`config.mk`:
```
export PLATFORM = sky130hd
export DESIGN_NAME = tick_sched_ctrl_flat
export DESIGN_NICKNAME = d
export VERILOG_FILES = /design/src/rtl/tick_sched_ctrl_if.sv /design/src/rtl/tick_sched_ctrl.sv /design/src/flat_wrapper.sv
export SDC_FILE = /design/constraint.sdc
export NUM_CORES = 1
export LEC_CHECK = 0
export ABC_AREA = 1
export BUFFER_PORTS_ARGS = -buffer_cell sky130_fd_sc_hd__buf_2
export CAP_MARGIN = 20
export CORE_UTILIZATION = 40
export CTS_CLUSTER_DIAMETER = 40
export DETAILED_ROUTE_END_ITERATION = 6
export GPL_ROUTABILITY_DRIVEN = 0
export MAX_ROUTING_LAYER = met4
export PLACE_DENSITY_LB_ADDON = 0.12
export SLEW_MARGIN = 10
export SYNTH_ARGS = -nofsm -noshare
export SYNTH_HDL_FRONTEND = slang
export SYNTH_SLANG_ARGS = --single-unit
```
`constraint.sdc`:
```
create_clock -name clk -period 3.2 [get_ports clk]
set_clock_uncertainty 0.15 [all_clocks]
set_input_delay 0 -clock clk [delete_from_list [all_inputs] [get_ports clk]]
set_output_delay 0 -clock clk [all_outputs]
set_load 0.05 [all_outputs]
```
`src/rtl/tick_sched_ctrl_if.sv`:
```
// ---------------------------------------------------------------------------
// tick_sched_ctrl_if
// Groups the configuration handshake, run control and status signals of the
// tick scheduler.
//   master : system controller side (drives cfg_*, start, stop, pause)
//   slave  : scheduler side (drives cfg_ready, ce_out, count, tc, busy, done)
// Optional feature macro: TICK_SCHED_PAUSE_EN adds the pause request line.
// ---------------------------------------------------------------------------
interface tick_sched_ctrl_if #(
  parameter int PRESC_W = 8,
  parameter int CNT_W   = 8
);
  logic               cfg_valid;
  logic               cfg_ready;
  logic [PRESC_W-1:0] cfg_presc;
  logic [CNT_W-1:0]   cfg_period;
  logic               cfg_mode;
  logic               start;
  logic               stop;
`ifdef TICK_SCHED_PAUSE_EN
  logic               pause;
`endif
  logic               ce_out;
  logic [CNT_W-1:0]   count;
  logic               tc;
  logic               busy;
  logic               done;

  modport master (
`ifdef TICK_SCHED_PAUSE_EN
    output pause,
`endif
    output cfg_valid, cfg_presc, cfg_period, cfg_mode, start, stop,
    input  cfg_ready, ce_out, count, tc, busy, done
  );

  modport slave (
`ifdef TICK_SCHED_PAUSE_EN
    input  pause,
`endif
    input  cfg_valid, cfg_presc, cfg_period, cfg_mode, start, stop,
    output cfg_ready, ce_out, count, tc, busy, done
  );
endinterface

```
`src/rtl/tick_sched_ctrl.sv`:
```
// ---------------------------------------------------------------------------
// tick_sched_ctrl
// Programmable tick scheduler: a prescaler produces a one-cycle enable
// (ce_out) every presc_r+1 RUN cycles, and a period counter advances on each
// enable, wrapping after period_r and flagging tc on the wrapping enable.
// One-shot runs end in DONE on tc; periodic runs keep going until stop.
// Ports:
//   clk  : system clock, rising edge
//   rst  : asynchronous active-low reset
//   bus  : tick_sched_ctrl_if.slave (cfg handshake, start/stop, status)
// Optional feature macro: TICK_SCHED_PAUSE_EN adds the pause input and a
// PAUSE state that freezes the prescaler and period counter.
// ---------------------------------------------------------------------------
module tick_sched_ctrl #(
  parameter int PRESC_W = 8,
  parameter int CNT_W   = 8
) (
  input  logic             clk,
  input  logic             rst,
  tick_sched_ctrl_if.slave bus
);

`ifdef TICK_SCHED_PAUSE_EN
  typedef enum logic [1:0] {
    ST_IDLE  = 2'd0,
    ST_RUN   = 2'd1,
    ST_DONE  = 2'd2,
    ST_PAUSE = 2'd3
  } state_t;
`else
  typedef enum logic [1:0] {
    ST_IDLE  = 2'd0,
    ST_RUN   = 2'd1,
    ST_DONE  = 2'd2
  } state_t;
`endif

  state_t             state_r;
  state_t             state_nxt_s;
  logic [PRESC_W-1:0] presc_cnt_r;
  logic [PRESC_W-1:0] presc_cnt_nxt_s;
  logic [PRESC_W-1:0] presc_r;
  logic [CNT_W-1:0]   count_r;
  logic [CNT_W-1:0]   count_nxt_s;
  logic [CNT_W-1:0]   period_r;
  logic               mode_r;
  logic               pause_s;
  logic               paused_s;
  logic               presc_wrap_s;
  logic               count_wrap_s;
  logic               ce_s;
  logic               tc_s;
  logic               cfg_ready_s;
  logic               cfg_take_s;

`ifdef TICK_SCHED_PAUSE_EN
  assign pause_s  = bus.pause;
  assign paused_s = (state_r == ST_PAUSE);
`else
  assign pause_s  = 1'b0;
  assign paused_s = 1'b0;
`endif

  assign presc_wrap_s = (presc_cnt_r == presc_r);
  assign count_wrap_s = (count_r == period_r);
  // The enable is suppressed by stop and by a pause request in the same cycle,
  // so a pause never swallows a tick: the frozen phase replays it on resume.
  assign ce_s         = (state_r == ST_RUN) && !bus.stop && !pause_s && presc_wrap_s;
  assign tc_s         = ce_s && count_wrap_s;
  assign cfg_ready_s  = (state_r == ST_IDLE) || (state_r == ST_DONE);
  assign cfg_take_s   = bus.cfg_valid && cfg_ready_s;

  assign bus.cfg_ready = cfg_ready_s;
  assign bus.ce_out    = ce_s;
  assign bus.tc        = tc_s;
  assign bus.count     = count_r;
  assign bus.busy      = (state_r == ST_RUN) || paused_s;
  assign bus.done      = (state_r == ST_DONE);

  // Configuration registers, loaded on an accepted handshake.
  always_ff @(posedge clk or negedge rst) begin
    if (!rst) begin
      presc_r  <= '0;
      period_r <= '0;
      mode_r   <= 1'b0;
    end else if (cfg_take_s) begin
      presc_r  <= bus.cfg_presc;
      period_r <= bus.cfg_period;
      mode_r   <= bus.cfg_mode;
    end
  end

  // State, prescaler and period counter registers.
  always_ff @(posedge clk or negedge rst) begin
    if (!rst) begin
      state_r     <= ST_IDLE;
      presc_cnt_r <= '0;
      count_r     <= '0;
    end else begin
      state_r     <= state_nxt_s;
      presc_cnt_r <= presc_cnt_nxt_s;
      count_r     <= count_nxt_s;
    end
  end

  // Next-state and counter update; stop outranks start, pause and tc.
  always_comb begin
    state_nxt_s     = state_r;
    presc_cnt_nxt_s = presc_cnt_r;
    count_nxt_s     = count_r;
    case (state_r)
      ST_IDLE, ST_DONE: begin
        if (bus.stop) begin
          state_nxt_s     = ST_IDLE;
          presc_cnt_nxt_s = '0;
          count_nxt_s     = '0;
        end else if (bus.start) begin
          state_nxt_s     = ST_RUN;
          presc_cnt_nxt_s = '0;
          count_nxt_s     = '0;
        end else begin
          state_nxt_s     = state_r;
        end
      end
      ST_RUN: begin
        if (bus.stop) begin
          state_nxt_s     = ST_IDLE;
          presc_cnt_nxt_s = '0;
          count_nxt_s     = '0;
        end else if (pause_s) begin
`ifdef TICK_SCHED_PAUSE_EN
          state_nxt_s     = ST_PAUSE;
`else
          state_nxt_s     = ST_RUN;
`endif
        end else begin
          presc_cnt_nxt_s = presc_wrap_s ? '0 : presc_cnt_r + 1'b1;
          if (ce_s) begin
            count_nxt_s = count_wrap_s ? '0 : count_r + 1'b1;
          end else begin
            count_nxt_s = count_r;
          end
          if (tc_s && !mode_r) begin
            state_nxt_s = ST_DONE;
          end else begin
            state_nxt_s = ST_RUN;
          end
        end
      end
`ifdef TICK_SCHED_PAUSE_EN
      ST_PAUSE: begin
        if (bus.stop) begin
          state_nxt_s     = ST_IDLE;
          presc_cnt_nxt_s = '0;
          count_nxt_s     = '0;
        end else if (!pause_s) begin
          state_nxt_s     = ST_RUN;
        end else begin
          state_nxt_s     = ST_PAUSE;
        end
      end
`endif
      default: begin
        state_nxt_s     = ST_IDLE;
        presc_cnt_nxt_s = '0;
        count_nxt_s     = '0;
      end
    endcase
  end

endmodule

```
`src/flat_wrapper.sv`:
```
// flat-port wrapper written by rule: the top's interface ports become plain ports
module tick_sched_ctrl_flat 
#(
  parameter int PRESC_W = 8,
  parameter int CNT_W   = 8
)
  (clk, rst, bus_cfg_valid, bus_cfg_presc, bus_cfg_period, bus_cfg_mode, bus_start, bus_stop, bus_cfg_ready, bus_ce_out, bus_count, bus_tc, bus_busy, bus_done);
  tick_sched_ctrl_if #(.PRESC_W(PRESC_W), .CNT_W(CNT_W)) bus_i ();
  input  logic clk;
  input  logic rst;
  input wire logic [$bits(bus_i.cfg_valid)-1:0] bus_cfg_valid;
  input wire logic [$bits(bus_i.cfg_presc)-1:0] bus_cfg_presc;
  input wire logic [$bits(bus_i.cfg_period)-1:0] bus_cfg_period;
  input wire logic [$bits(bus_i.cfg_mode)-1:0] bus_cfg_mode;
  input wire logic [$bits(bus_i.start)-1:0] bus_start;
  input wire logic [$bits(bus_i.stop)-1:0] bus_stop;
  output wire logic [$bits(bus_i.cfg_ready)-1:0] bus_cfg_ready;
  output wire logic [$bits(bus_i.ce_out)-1:0] bus_ce_out;
  output wire logic [$bits(bus_i.count)-1:0] bus_count;
  output wire logic [$bits(bus_i.tc)-1:0] bus_tc;
  output wire logic [$bits(bus_i.busy)-1:0] bus_busy;
  output wire logic [$bits(bus_i.done)-1:0] bus_done;
  assign bus_i.cfg_valid = bus_cfg_valid;
  assign bus_i.cfg_presc = bus_cfg_presc;
  assign bus_i.cfg_period = bus_cfg_period;
  assign bus_i.cfg_mode = bus_cfg_mode;
  assign bus_i.start = bus_start;
  assign bus_i.stop = bus_stop;
  assign bus_cfg_ready = bus_i.cfg_ready;
  assign bus_ce_out = bus_i.ce_out;
  assign bus_count = bus_i.count;
  assign bus_tc = bus_i.tc;
  assign bus_busy = bus_i.busy;
  assign bus_done = bus_i.done;
  tick_sched_ctrl #(.PRESC_W(PRESC_W), .CNT_W(CNT_W)) u_core (.clk(clk), .rst(rst), .bus(bus_i));
endmodule
```
After elaboration in Yosys (flattened, before gate mapping)
Index checks and enable logic that the tools add are counted.
W data, S select, Z words.
{ "word_totals": {"memories": 0, "out_inout_bits": 13, "latchBits": 0, "romBits": 0, "ramBits": 0, "reg_bits": 35, "inputBits": 22, "elab_cells": 39} }
{ "op_classes": {"n_mul": 0, "reduce_logical": 11, "eq_ne": 6, "bitwise": 0, "order_cmp": 0, "n_addsub": 2, "shift": 0, "div": 0, "muxes": 14} }
{ "op_table": {"columns": ["cell", "count"], "rows": [
  ["$mux W8", 7],
  ["$pmux W8 S2", 2],
  ["$add A8 B1 Y8 const B", 2],
  ["$eq A8 B8 Y1", 2],
  ["$mux W2", 4],
  ["$logic_and A1 B1 Y1", 5],
  ["$pmux W2 S2", 1],
  ["$ne A3 B2 Y1 const B", 1],
  ["$ne A3 B3 Y1 const B", 1],
  ["$eq A2 B1 Y1 const B", 1],
  ["$eq A2 B2 Y1 const B", 1],
  ["$logic_not A1 Y1", 2],
  ["$logic_not A2 Y1", 1],
  ["$reduce_and A2 Y1", 1],
  ["$reduce_or A2 Y1", 1],
  ["$logic_or A1 B1 Y1", 1]
]} }

Depth between registers and ports, before layout
{ "logic_depth": {"depth_word": 8, "depth_mapped": 11, "ltp_nobuf": 11} }

Worst setup path after synthesis
OpenSTA, ideal clock, no wires.
{ "synth_path": {"path_kind": "register -> output", "start": "register u_core.state_r[0]", "end": "output bus_tc", "path_buffers": 0, "required_ns": 3.050, "arrival_ns": 2.238, "path_stages_with_launch": 7, "slack_ns": 0.812, "path_cell_list": "dfrtp_1 > inv_2 > nor2_4 > inv_2 > nor2_4 > inv_2 > nor3_1"} }
{ "synth_between": {"elab_chain_cells": 4} }
{ "synth_rtl": {"columns": ["item", "line", "source"], "rows": [
  ["start, declared", "tick_sched_ctrl.sv:38", "state_t state_r;"],
  ["start signal, assigned", "tick_sched_ctrl.sv:100", "state_r <= state_nxt_s;"],
  ["$eq A2 B1 Y1", null, null],
  ["net bus_busy", "flat_wrapper.sv:21", "output wire logic [$bits(bus_i.busy)-1:0] bus_busy;"],
  ["$logic_and A1 B1 Y1 (2 in series)", "tick_sched_ctrl.sv:68", "assign ce_s = (state_r == ST_RUN) && !bus.stop && !pause_s && presc_wrap_s;"],
  ["$logic_and A1 B1 Y1", "tick_sched_ctrl.sv:69", "assign tc_s = ce_s && count_wrap_s;"],
  ["end, declared", "flat_wrapper.sv:20", "output wire logic [$bits(bus_i.tc)-1:0] bus_tc;"]
]} }
The timed path passes the listed nets, and every way through them passes these cells.

Worst setup path in the final report
{ "layout_path": {"start": "register u_core.count_r[4], in the netlist u_core.bus.count[4]", "end": "register u_core.state_r[0]"} }
{ "layout_between": {"elab_chain_cells": 6} }
{ "layout_rtl": {"columns": ["item", "line", "source"], "rows": [
  ["start, declared", "tick_sched_ctrl.sv:43", "logic [CNT_W-1:0] count_r;"],
  ["start signal, assigned", "tick_sched_ctrl.sv:102", "count_r <= count_nxt_s;"],
  ["$eq A8 B8 Y1", "tick_sched_ctrl.sv:65", "assign count_wrap_s = (count_r == period_r);"],
  ["$logic_and A1 B1 Y1", "tick_sched_ctrl.sv:69", null],
  ["$logic_and A1 B1 Y1", "tick_sched_ctrl.sv:143", "if (tc_s && !mode_r) begin"],
  ["$mux W2", "tick_sched_ctrl.sv:143", null],
  ["$mux W2", "tick_sched_ctrl.sv:126", "if (bus.stop) begin"],
  ["$pmux W2 S2", "tick_sched_ctrl.sv:111", "case (state_r)"]
]} }
No other way between the ends.
A chain may end at the register's enable or synchronous reset.

==> out/metrics.cfg <==
[critical_path]
critPathArrivalTime_ps = 2160
end_kind = flip-flop
regToRegSetupSlack_ps = 1060
reg2reg_from = u_core.bus.count[4]$_DFFE_PN0P_
rr_endpoint = u_core.state_r[0]$_DFFE_PN0P_
critPathRequiredTime_ps = 3220
ff2ff_path_depth = 8
critPathMaxFanout = 7
path_class = reg -> reg
cp-start-kind = flip-flop

[timing]
hold_viol = 0
min_period_over_period_pct = 66.8
worst_slew_pin_slew_ps = 865
slew_viol_final = 0
fin_tns_setup_ps = 0
rsz0062_at_grt = no
finalSetupViolCount = 0
fin_ws_ps = 1060
min_period_ps = 2140
clock.fmax_ghz = 0.468
slew_headroom_pct = 42.2

[die]
dieArea_um2 = 5080
die_w_um = 71.3
io_pins = 35
die_h_um = 71.3
start_util_pct = 42.9
num_rows = 24
core-area_um2 = 4470

[grt]
grt_pass1_vias = 1526
antenna_found_initial = 0
grt_max_degree = 36
overflow = 0
grt_usage_pct = 18.0
grt_pass1_wl_mm = 6.81

[clock_tree]
clk_latency_ps = 290
numClockSinks = 35
max-clock-path-buffers = 2
hold_buffers = 21
cts.clk_slew.worst_paths_ps = 70
cts-root-buf = clkbuf_8
cts_tree = yes
post_cts_buffers = 0
cts_buffers = 5
postCtsResizedCells = 0
htree_levels = 2

[detailed_routing]
detail_route.wl_per_cell_um = 11.5
ant_nets = 0
finalWirelength_mm = 3.83
drc = 3
num_vias = 1538
viasPerCell = 4.63
drtIter0Drc = 40
firstDrtPassIters = 6

[yosys]
ys_seq_elements = 35
syn-mean-instance-area_um2 = 8.72
ys_seq_area_share_pct = 45.6
synth_cell_types = 29
synthCells = 220
synth_nets = 244
synth_area_um2 = 1920
yosys_warnings = 0

[final_layout]
fin_util_pct = 54.2
fill_cells = 440
synthToLayoutAreaGrowth_pct = 26.4
final_common_cell = nand2_1
multi_input_area_um2 = 903
final_cells = 332
nNetsFinal = 303
area.sequential_um2 = 876
most-common-layout-cells = 37 x nand2_1, 35 x dfrtp_1, 34 x buf_2
antenna_cells = 0
drive_gt1_share_pct = 29.3

[status]
status = finished with violations
failed_checks = design-rule violations

[placed_design]
portBuffers = 34
place_inst = 303
place_ws_ps = 1420
dp_hpwl_mm = 2.75

[run]
maxCapViolCount = 0

[power_and_ir_drop]
peakVddDrop_mv = 0.276
p_leak_uw = 0.00115
power_density_nw_per_um2 = 457

[hold_path]
holdCritPathClass = in -> async

==> stage by stage <==
stage	cell area, um2	hold WS [ps]	power [uW]
3_3_place_gp	2130	-10.3	792
5_1_grt	2430	252	1190
3_5_place_dp	2130	-14.6	797
6_report	2430	170	1110
2_1_floorplan	1920	-446	732
4_1_cts	2430	208	1130
==> logic make-up (layout without fill, tap and decap cells) <==
kind of cell | Yosys count | in the layout | share of synthesized area (%)
compound gates | 29 | 29 | 9.84
xor+xnor | 13 | 13 | 5.93
fa+ha+maj | 2 | 2 | 1.30
buf+inv | 35 | 95 | 7.30
flops | 35 | 35 | 45.6
mux | 11 | 11 | 6.45
simple gates | 95 | 95 | 23.5
==> layout make-up <==
cell class                      instances  area share (%)
Tap cell                               52            2.68
Inverter                               32            4.95
Clock buffer                            7            3.15
Clock inverter                          1           0.206
Timing Repair Buffer                   55            15.7
Sequential cell                        35            36.1
Multi-Input combinational cell        150            37.2
==> flip-flops by register name, summed over array words and instances (netlist names) <==
register and cells:
u_core.bus.count 8, u_core.mode_r 1, u_core.period_r 8, u_core.presc_cnt_r 8, u_core.presc_r 8, u_core.state_r 2
==> worst max-delay path by stage <==
stage                                      start                         endpoint  slack, ps  cells after the start
6_report         u_core.bus.count[4]$_DFFE_PN0P_    u_core.state_r[0]$_DFFE_PN0P_       1060                      8
5_1_grt          u_core.bus.count[4]$_DFFE_PN0P_    u_core.state_r[0]$_DFFE_PN0P_        870                      8
4_1_cts          u_core.bus.count[4]$_DFFE_PN0P_    u_core.state_r[0]$_DFFE_PN0P_       1060                      8
3_5_place_dp       u_core.state_r[0]$_DFFE_PN0P_   u_core.period_r[3]$_DFFE_PN0P_       1420                      3
3_3_place_gp   u_core.presc_cnt_r[4]$_DFFE_PN0P_  u_core.bus.count[4]$_DFFE_PN0P_       1440                     11
2_1_floorplan      u_core.state_r[0]$_DFFE_PN0P_                           bus_tc        810                      6
==> cells in the mapped netlist, drive strengths merged <==
library cell	number	area share [%]
nand4	2	0.65
nand3	10	2.6
clkbuf	1	0.20
a21oi	18	6.5
xor2	10	4.6
ha	2	1.3
xnor2	3	1.4
o21ai	10	3.0
nand2	41	8.8
o21bai	1	0.39
buf	2	0.85
nor3	6	1.8
dfrtp	35	46
and3	1	0.33
nor4b	1	0.46
mux2	11	6.5
inv	32	6.3
nor2	34	8.9
==> worst max-delay path: stages (launching register included) <==
cell	delay [ps]
dfrtp_1	470
xor2_1	170
nor2_1	130
nand2_1	80
nor2_2	220
nand3_1	120
nand2_1	70
a21oi_1	50
dlygate4sd3_1	550
==> power by group <==
part	internal, uW	switching, uW
clock network	153	154
logic	116	145
registers	499	42.8
total	768	342
==> metal layers <==
metal / vias up / global-route usage (%) / wire [um]
met5: - / - / 0
met4: 0 / 5.33 / 35
met3: 4 / 4.22 / 143
met2: 30 / 27.4 / 1670
met1: 689 / 23.9 / 1980
li1: 815 / - / -
(Power assumes the default switching activity.)
